===== src/rtl/uart_tx_if.sv =====
// Byte handshake into the UART transmitter FIFO.
// Push happens on a clock edge with VALID && READY.
interface uart_tx_if;
  logic [7:0] DATA;
  logic       VALID;
  logic       READY;

  modport master (
    output DATA,
    output VALID,
    input  READY
  );

  modport slave (
    input  DATA,
    input  VALID,
    output READY
  );
endinterface


===== src/rtl/uart_tx.sv =====
// Buffered 8N1 UART transmitter, LSB first, with a byte FIFO.
// Define UART_TX_PARITY_EN to add an even parity bit (11-bit frames).
module uart_tx #(
  parameter int CLKS_PER_BIT = 104,
  parameter int FIFO_DEPTH   = 4
) (
  input  logic     CLK,
  input  logic     RESET,
  uart_tx_if.slave bus,
  output logic     TXD,
  output logic     BUSY
);

  localparam int AW = $clog2(FIFO_DEPTH);
  localparam int CW = AW + 1;
  localparam int BW = $clog2(CLKS_PER_BIT);

  localparam logic [CW-1:0] FULL = CW'(FIFO_DEPTH);
  localparam logic [BW-1:0] BAUD_LAST = BW'(CLKS_PER_BIT - 1);

  typedef enum logic [2:0] {
    ST_IDLE,
    ST_START,
    ST_DATA,
`ifdef UART_TX_PARITY_EN
    ST_PARITY,
`endif
    ST_STOP
  } state_t;

  state_t state, state_n;

  logic [7:0]    mem [FIFO_DEPTH];
  logic [AW-1:0] wr_ptr;
  logic [AW-1:0] rd_ptr;
  logic [CW-1:0] count;
  logic [CW-1:0] count_n;
  logic          ready_q;
  logic          push;
  logic          pop;
  logic          empty;
  logic [7:0]    head;

  logic [BW-1:0] baud;
  logic          baud_end;
  logic [7:0]    shift;
  logic [2:0]    idx;
  logic          adv;
  logic          txd_n;
`ifdef UART_TX_PARITY_EN
  logic          par;
`endif

  assign empty    = (count == '0);
  assign head     = mem[rd_ptr];
  assign baud_end = (baud == BAUD_LAST);

  // Accept only when not full, even if a pop lands on the same edge.
  assign push = bus.VALID && ready_q && (count != FULL) && !RESET;

  assign bus.READY = ready_q;
  assign BUSY      = (state != ST_IDLE) || !empty;

  always_comb begin
    count_n = count;
    unique case (1'b1)
      push && !pop: count_n = count + 1'b1;
      pop && !push: count_n = count - 1'b1;
      default:      count_n = count;
    endcase
  end

  always_ff @(posedge CLK) begin
    if (push) begin
      mem[wr_ptr] <= bus.DATA;
    end
  end

  always_ff @(posedge CLK) begin
    if (RESET) begin
      wr_ptr  <= '0;
      rd_ptr  <= '0;
      count   <= '0;
      ready_q <= 1'b0;
    end else begin
      if (push) begin
        wr_ptr <= wr_ptr + 1'b1;
      end
      if (pop) begin
        rd_ptr <= rd_ptr + 1'b1;
      end
      count   <= count_n;
      ready_q <= (count_n < FULL);
    end
  end

  always_ff @(posedge CLK) begin
    if (RESET) begin
      state <= ST_IDLE;
    end else begin
      state <= state_n;
    end
  end

  always_comb begin
    state_n = state;
    txd_n   = TXD;
    pop     = 1'b0;
    adv     = 1'b0;
    unique case (state)
      ST_IDLE: begin
        txd_n = 1'b1;
        if (!empty) begin
          pop     = 1'b1;
          txd_n   = 1'b0;
          state_n = ST_START;
        end
      end
      ST_START: begin
        if (baud_end) begin
          txd_n   = shift[0];
          state_n = ST_DATA;
        end
      end
      ST_DATA: begin
        if (baud_end) begin
          if (idx == 3'd7) begin
`ifdef UART_TX_PARITY_EN
            txd_n   = par;
            state_n = ST_PARITY;
`else
            txd_n   = 1'b1;
            state_n = ST_STOP;
`endif
          end else begin
            adv   = 1'b1;
            txd_n = shift[1];
          end
        end
      end
`ifdef UART_TX_PARITY_EN
      ST_PARITY: begin
        if (baud_end) begin
          txd_n   = 1'b1;
          state_n = ST_STOP;
        end
      end
`endif
      ST_STOP: begin
        if (baud_end) begin
          txd_n = 1'b1;
          // Chain straight into the next start bit when data is waiting.
          if (!empty) begin
            pop     = 1'b1;
            txd_n   = 1'b0;
            state_n = ST_START;
          end else begin
            state_n = ST_IDLE;
          end
        end
      end
      default: begin
        txd_n   = 1'b1;
        state_n = ST_IDLE;
      end
    endcase
  end

  always_ff @(posedge CLK) begin
    if (RESET) begin
      TXD   <= 1'b1;
      baud  <= '0;
      shift <= '0;
      idx   <= '0;
`ifdef UART_TX_PARITY_EN
      par   <= 1'b0;
`endif
    end else begin
      TXD <= txd_n;
      if (state == ST_IDLE || baud_end) begin
        baud <= '0;
      end else begin
        baud <= baud + 1'b1;
      end
      if (pop) begin
        shift <= head;
        idx   <= '0;
`ifdef UART_TX_PARITY_EN
        par   <= ^head;
`endif
      end else if (adv) begin
        shift <= {1'b0, shift[7:1]};
        idx   <= idx + 3'd1;
      end
    end
  end

endmodule


===== src/flat_wrapper.sv =====
// flat-port wrapper written by rule: the top's interface ports become plain ports
module uart_tx_flat 
#(
  parameter int CLKS_PER_BIT = 104,
  parameter int FIFO_DEPTH   = 4
)
  (CLK, RESET, TXD, BUSY, bus_DATA, bus_VALID, bus_READY);
  uart_tx_if bus_i ();
  input  logic CLK;
  input  logic RESET;
  output logic TXD;
  output logic BUSY;
  input wire logic [$bits(bus_i.DATA)-1:0] bus_DATA;
  input wire logic [$bits(bus_i.VALID)-1:0] bus_VALID;
  output wire logic [$bits(bus_i.READY)-1:0] bus_READY;
  assign bus_i.DATA = bus_DATA;
  assign bus_i.VALID = bus_VALID;
  assign bus_READY = bus_i.READY;
  uart_tx #(.CLKS_PER_BIT(CLKS_PER_BIT), .FIFO_DEPTH(FIFO_DEPTH)) u_core (.CLK(CLK), .RESET(RESET), .bus(bus_i), .TXD(TXD), .BUSY(BUSY));
endmodule

===== config.mk =====
export PLATFORM = sky130hd
export DESIGN_NAME = uart_tx_flat
export DESIGN_NICKNAME = d
export VERILOG_FILES = /design/src/rtl/uart_tx_if.sv /design/src/rtl/uart_tx.sv /design/src/flat_wrapper.sv
export SDC_FILE = /design/constraint.sdc
export NUM_CORES = 1
export LEC_CHECK = 0
export CORE_MARGIN = 2
export CORE_UTILIZATION = 38
export CTS_BUF_LIST = sky130_fd_sc_hd__clkbuf_16
export DETAILED_ROUTE_END_ITERATION = 6
export GPL_TIMING_DRIVEN = 0
export PLACE_DENSITY = 0.55
export SLEW_MARGIN = 10
export SYNTH_ARGS = -nofsm -noshare
export SYNTH_HDL_FRONTEND = slang
export SYNTH_SLANG_ARGS = --single-unit

===== constraint.sdc =====
create_clock -name CLK -period 2.9 [get_ports CLK]
set_clock_uncertainty 0.15 [all_clocks]
set_input_delay 0.58 -clock CLK [delete_from_list [all_inputs] [get_ports CLK]]
set_output_delay 0.58 -clock CLK [all_outputs]
set_load 0.03 [all_outputs]

==> metrics.txt <==
mux contribution to synthesized area=0.109; Finish-stage setup viols=0; Final Hold Fails=0; register area share after synthesis=0.576; Worst Path Required=between 2000 and 2500 ps; design area=0.00336 mm^2; port bufs=13; Yosys reg bits=63; IO Pins=14; DP HPWL=roughly 3200 um; Final Util=0.487; Post-synth top flop=edfxtp_1; Tot GR Track Use=0.139; Slew Limit Fails=0; Max IR drop VDD=around 0.42 mV; deepest clock path buffer count=2; Rows=30; WS Path Type=reg -> out; synthesized cell area=0.00275 mm^2; Final period util=0.958; worst rel slew slack=0.662; status=finished clean; YS warnings=0; Synth Instances=210; Post-Route WL=4730 um; simple logic cell fraction of the synthesized area=0.115; first-pass GRT wire length=around 8000 um; Synth Area in Adders=0.0620; share of layout cells above drive strength 1=0.190; TritonRoute pass-1 iters=4; wire per inst=14.0 um; DRC errors left=0; final global-route overflow total=0; Crit path arrival time=2050 ps; die height=89.0 um; CP Capture Type=output port; # Max-Cap Violations=0; startpoint types=flip-flop; TritonCTS Buffers=9; Core Area=approximately 0.007 mm^2; post-synthesis xor/xnor area fraction=0.0319; top-area cell type share of the netlist area=0.350; Root Buffer=clkbuf_16; largest family of logic cells by synthesized area=simple AND/OR/NAND/NOR gates; clk_lat worst skew=330 ps; HP Class=reg -> reg; Fmax=0.360 GHz; DR vias/cell=4.84; Fill cells=639; Final ANT Viol Nets=0; ys async rst share=0; clock sinks=between 60 and 70; Tmin final=2780 ps; vias in the first global route=1,612; Compound-Gate Fraction of Synth Area=0.0729; # hold bufs at CTS=0; DP Area=0.00300 mm^2; Layout area overhead=22.4%; routed via count=around 1,600; area leader, netlist=edfxtp_1; Antenna diodes=0; clock slew at reported path FFs=about 60 ps; Pwr Density=approximately 960 mW/mm^2; largest net degree at the start of global routing=14; top cells by area, synth=edfxtp_1 (35%), dfxtp_1 (23%), mux4_2 (6.6%); post-synth cell types=between 40 and 50; LEAKAGE=1.15 nW; CTS tree=built; synthesized area per cell=approximately 13 um^2; number of synthesized flops with an enable pin=32; Post-Syn Nets=234; die area=between 0.007 and 0.008 mm^2; initial antenna violation count=0; worst slew pin tran=508 ps; die outline width=around 90 um; Fin Setup TNS=0 ps; post-layout net count=approximately 260; H-tree Lvls=3; CP Max Fanout=7; RD Place Congestion=about 0.75; DRT iter0 DRCs=51; Starting Density=0.398
[cell families (layout without fill, tap and decap cells)]
logic type	count (synthesis)	after routing
mux	20	20
flops	63	63
simple gates	59	59
buf+inv	19	51
compound gates	26	26
xor+xnor	10	10
fa+ha+maj	13	13
[synthesized netlist by cell type, types with 2 or more instances]
library cell and number:
edfxtp_1 32, xor2_1 5, clkbuf_1 5, inv_1 11
and2_1 4, xnor2_1 5, nor2_1 17, o21ai_0 2
or3_1 2, ha_1 12, mux2i_1 12, dfxtp_1 31
nand2b_1 2, a31o_2 2, buf_2 2, nor3_1 14
nand3_1 7, nand2_1 4, mux4_2 8, a21oi_1 3
a211oi_1 8
[power by group]
group | switching [W] | internal [W] | leakage [nW]
Sequential | 0.000100 | 0.00107 | 0.541
Combinational | 0.000537 | 0.000503 | 0.473
Clock | 0.000411 | 0.000586 | 0.136
Total | 0.00105 | 0.00216 | 1.15
[critical path, stage by stage, from the launching register on]
cell and delay, ps:
dfxtp_1 350, inv_1 110, ha_2 290, nor4b_4 310, inv_1 70, clkdlybuf4s50_1 590
[cells in the final DEF, fill, tap and decap left out, drive strengths merged, types with 2 or more instances in the layout]
cell / Yosys / final
mux4: 8 / 8
inv: 11 / 12
o21ai: 2 / 2
a211oi: 8 / 8
dfxtp: 31 / 31
xnor2: 5 / 5
clkdlybuf4s50: 0 / 13
nand2: 4 / 4
clkinv: 0 / 4
nor3b: 2 / 2
a31o: 2 / 2
nor2: 17 / 17
nand2b: 2 / 2
nor3: 14 / 14
clkbuf: 5 / 14
and2: 5 / 5
mux2i: 12 / 12
a31oi: 2 / 2
nand3: 7 / 7
or3: 2 / 2
buf: 3 / 6
a21oi: 3 / 3
clkinvlp: 0 / 2
ha: 12 / 12
xor2: 5 / 5
edfxtp: 32 / 32
[final cells by class]
type,instances,area [um^2],area share
sequential,63,1580,0.471
multi-input combinational,128,1130,0.336
clock buffer,9,225,0.0670
timing repair buffer,17,160,0.0477
tap,96,120,0.0357
clock inverter,7,56.3,0.0168
inverter,11,45.0,0.0134
buffer,7,43.8,0.0130
[worst paths after layout]
check	start	end	slack (ps)	cells past startpoint
hold / removal	u_core.baud[0]$_SDFF_PP0_	u_core.baud[0]$_SDFF_PP0_	290	1
setup reg to reg	u_core.baud[0]$_SDFF_PP0_	flip-flop	180	11
setup / recovery	u_core.state[1]$_SDFFE_PP0P_	BUSY	120	5
hold reg to reg	u_core.baud[0]$_SDFF_PP0_	u_core.baud[0]$_SDFF_PP0_	290	1
[state kept, by name, summed over array words and instances, names as in the netlist, named ones only]
signal	count
u_core.mem	32
u_core.shift	8
u_core.baud	7
u_core.idx	3
u_core.count	2
u_core.rd_ptr	2
u_core.state	2
u_core.wr_ptr	2
u_core.TXD	1
u_core.bus.READY	1
[routing by layer]
layer | vias up | wire length, um | GRT usage
li1 | 837 | - | -
met1 | 767 | 2390 | 0.193
met2 | 23 | 2090 | 0.198
met3 | 9 | 134 | 0.0388
met4 | 0 | 112 | 0.0733
met5 | - | 0 | 0
[through the flow]
stage	total power (W)	hold slack, ps	instances	worst slack [ps]
after global routing	0.00342	317	338	-0.191
after global placement	0.00210	282	319	-527
after floorplan	0.00187	268	210	116
after CTS	0.00316	301	335	29.7
final	0.00321	294	338	121
after detailed placement	0.00210	289	319	-582
[repair_timing]
item                                    4_1_cts  5_1_grt
pin swaps                                     0        2
setup buffers                                 0        4
resized for setup                             6        6
endpoints found under the setup margin        3        3
Note: power is estimated with default switching activity, not from simulation.
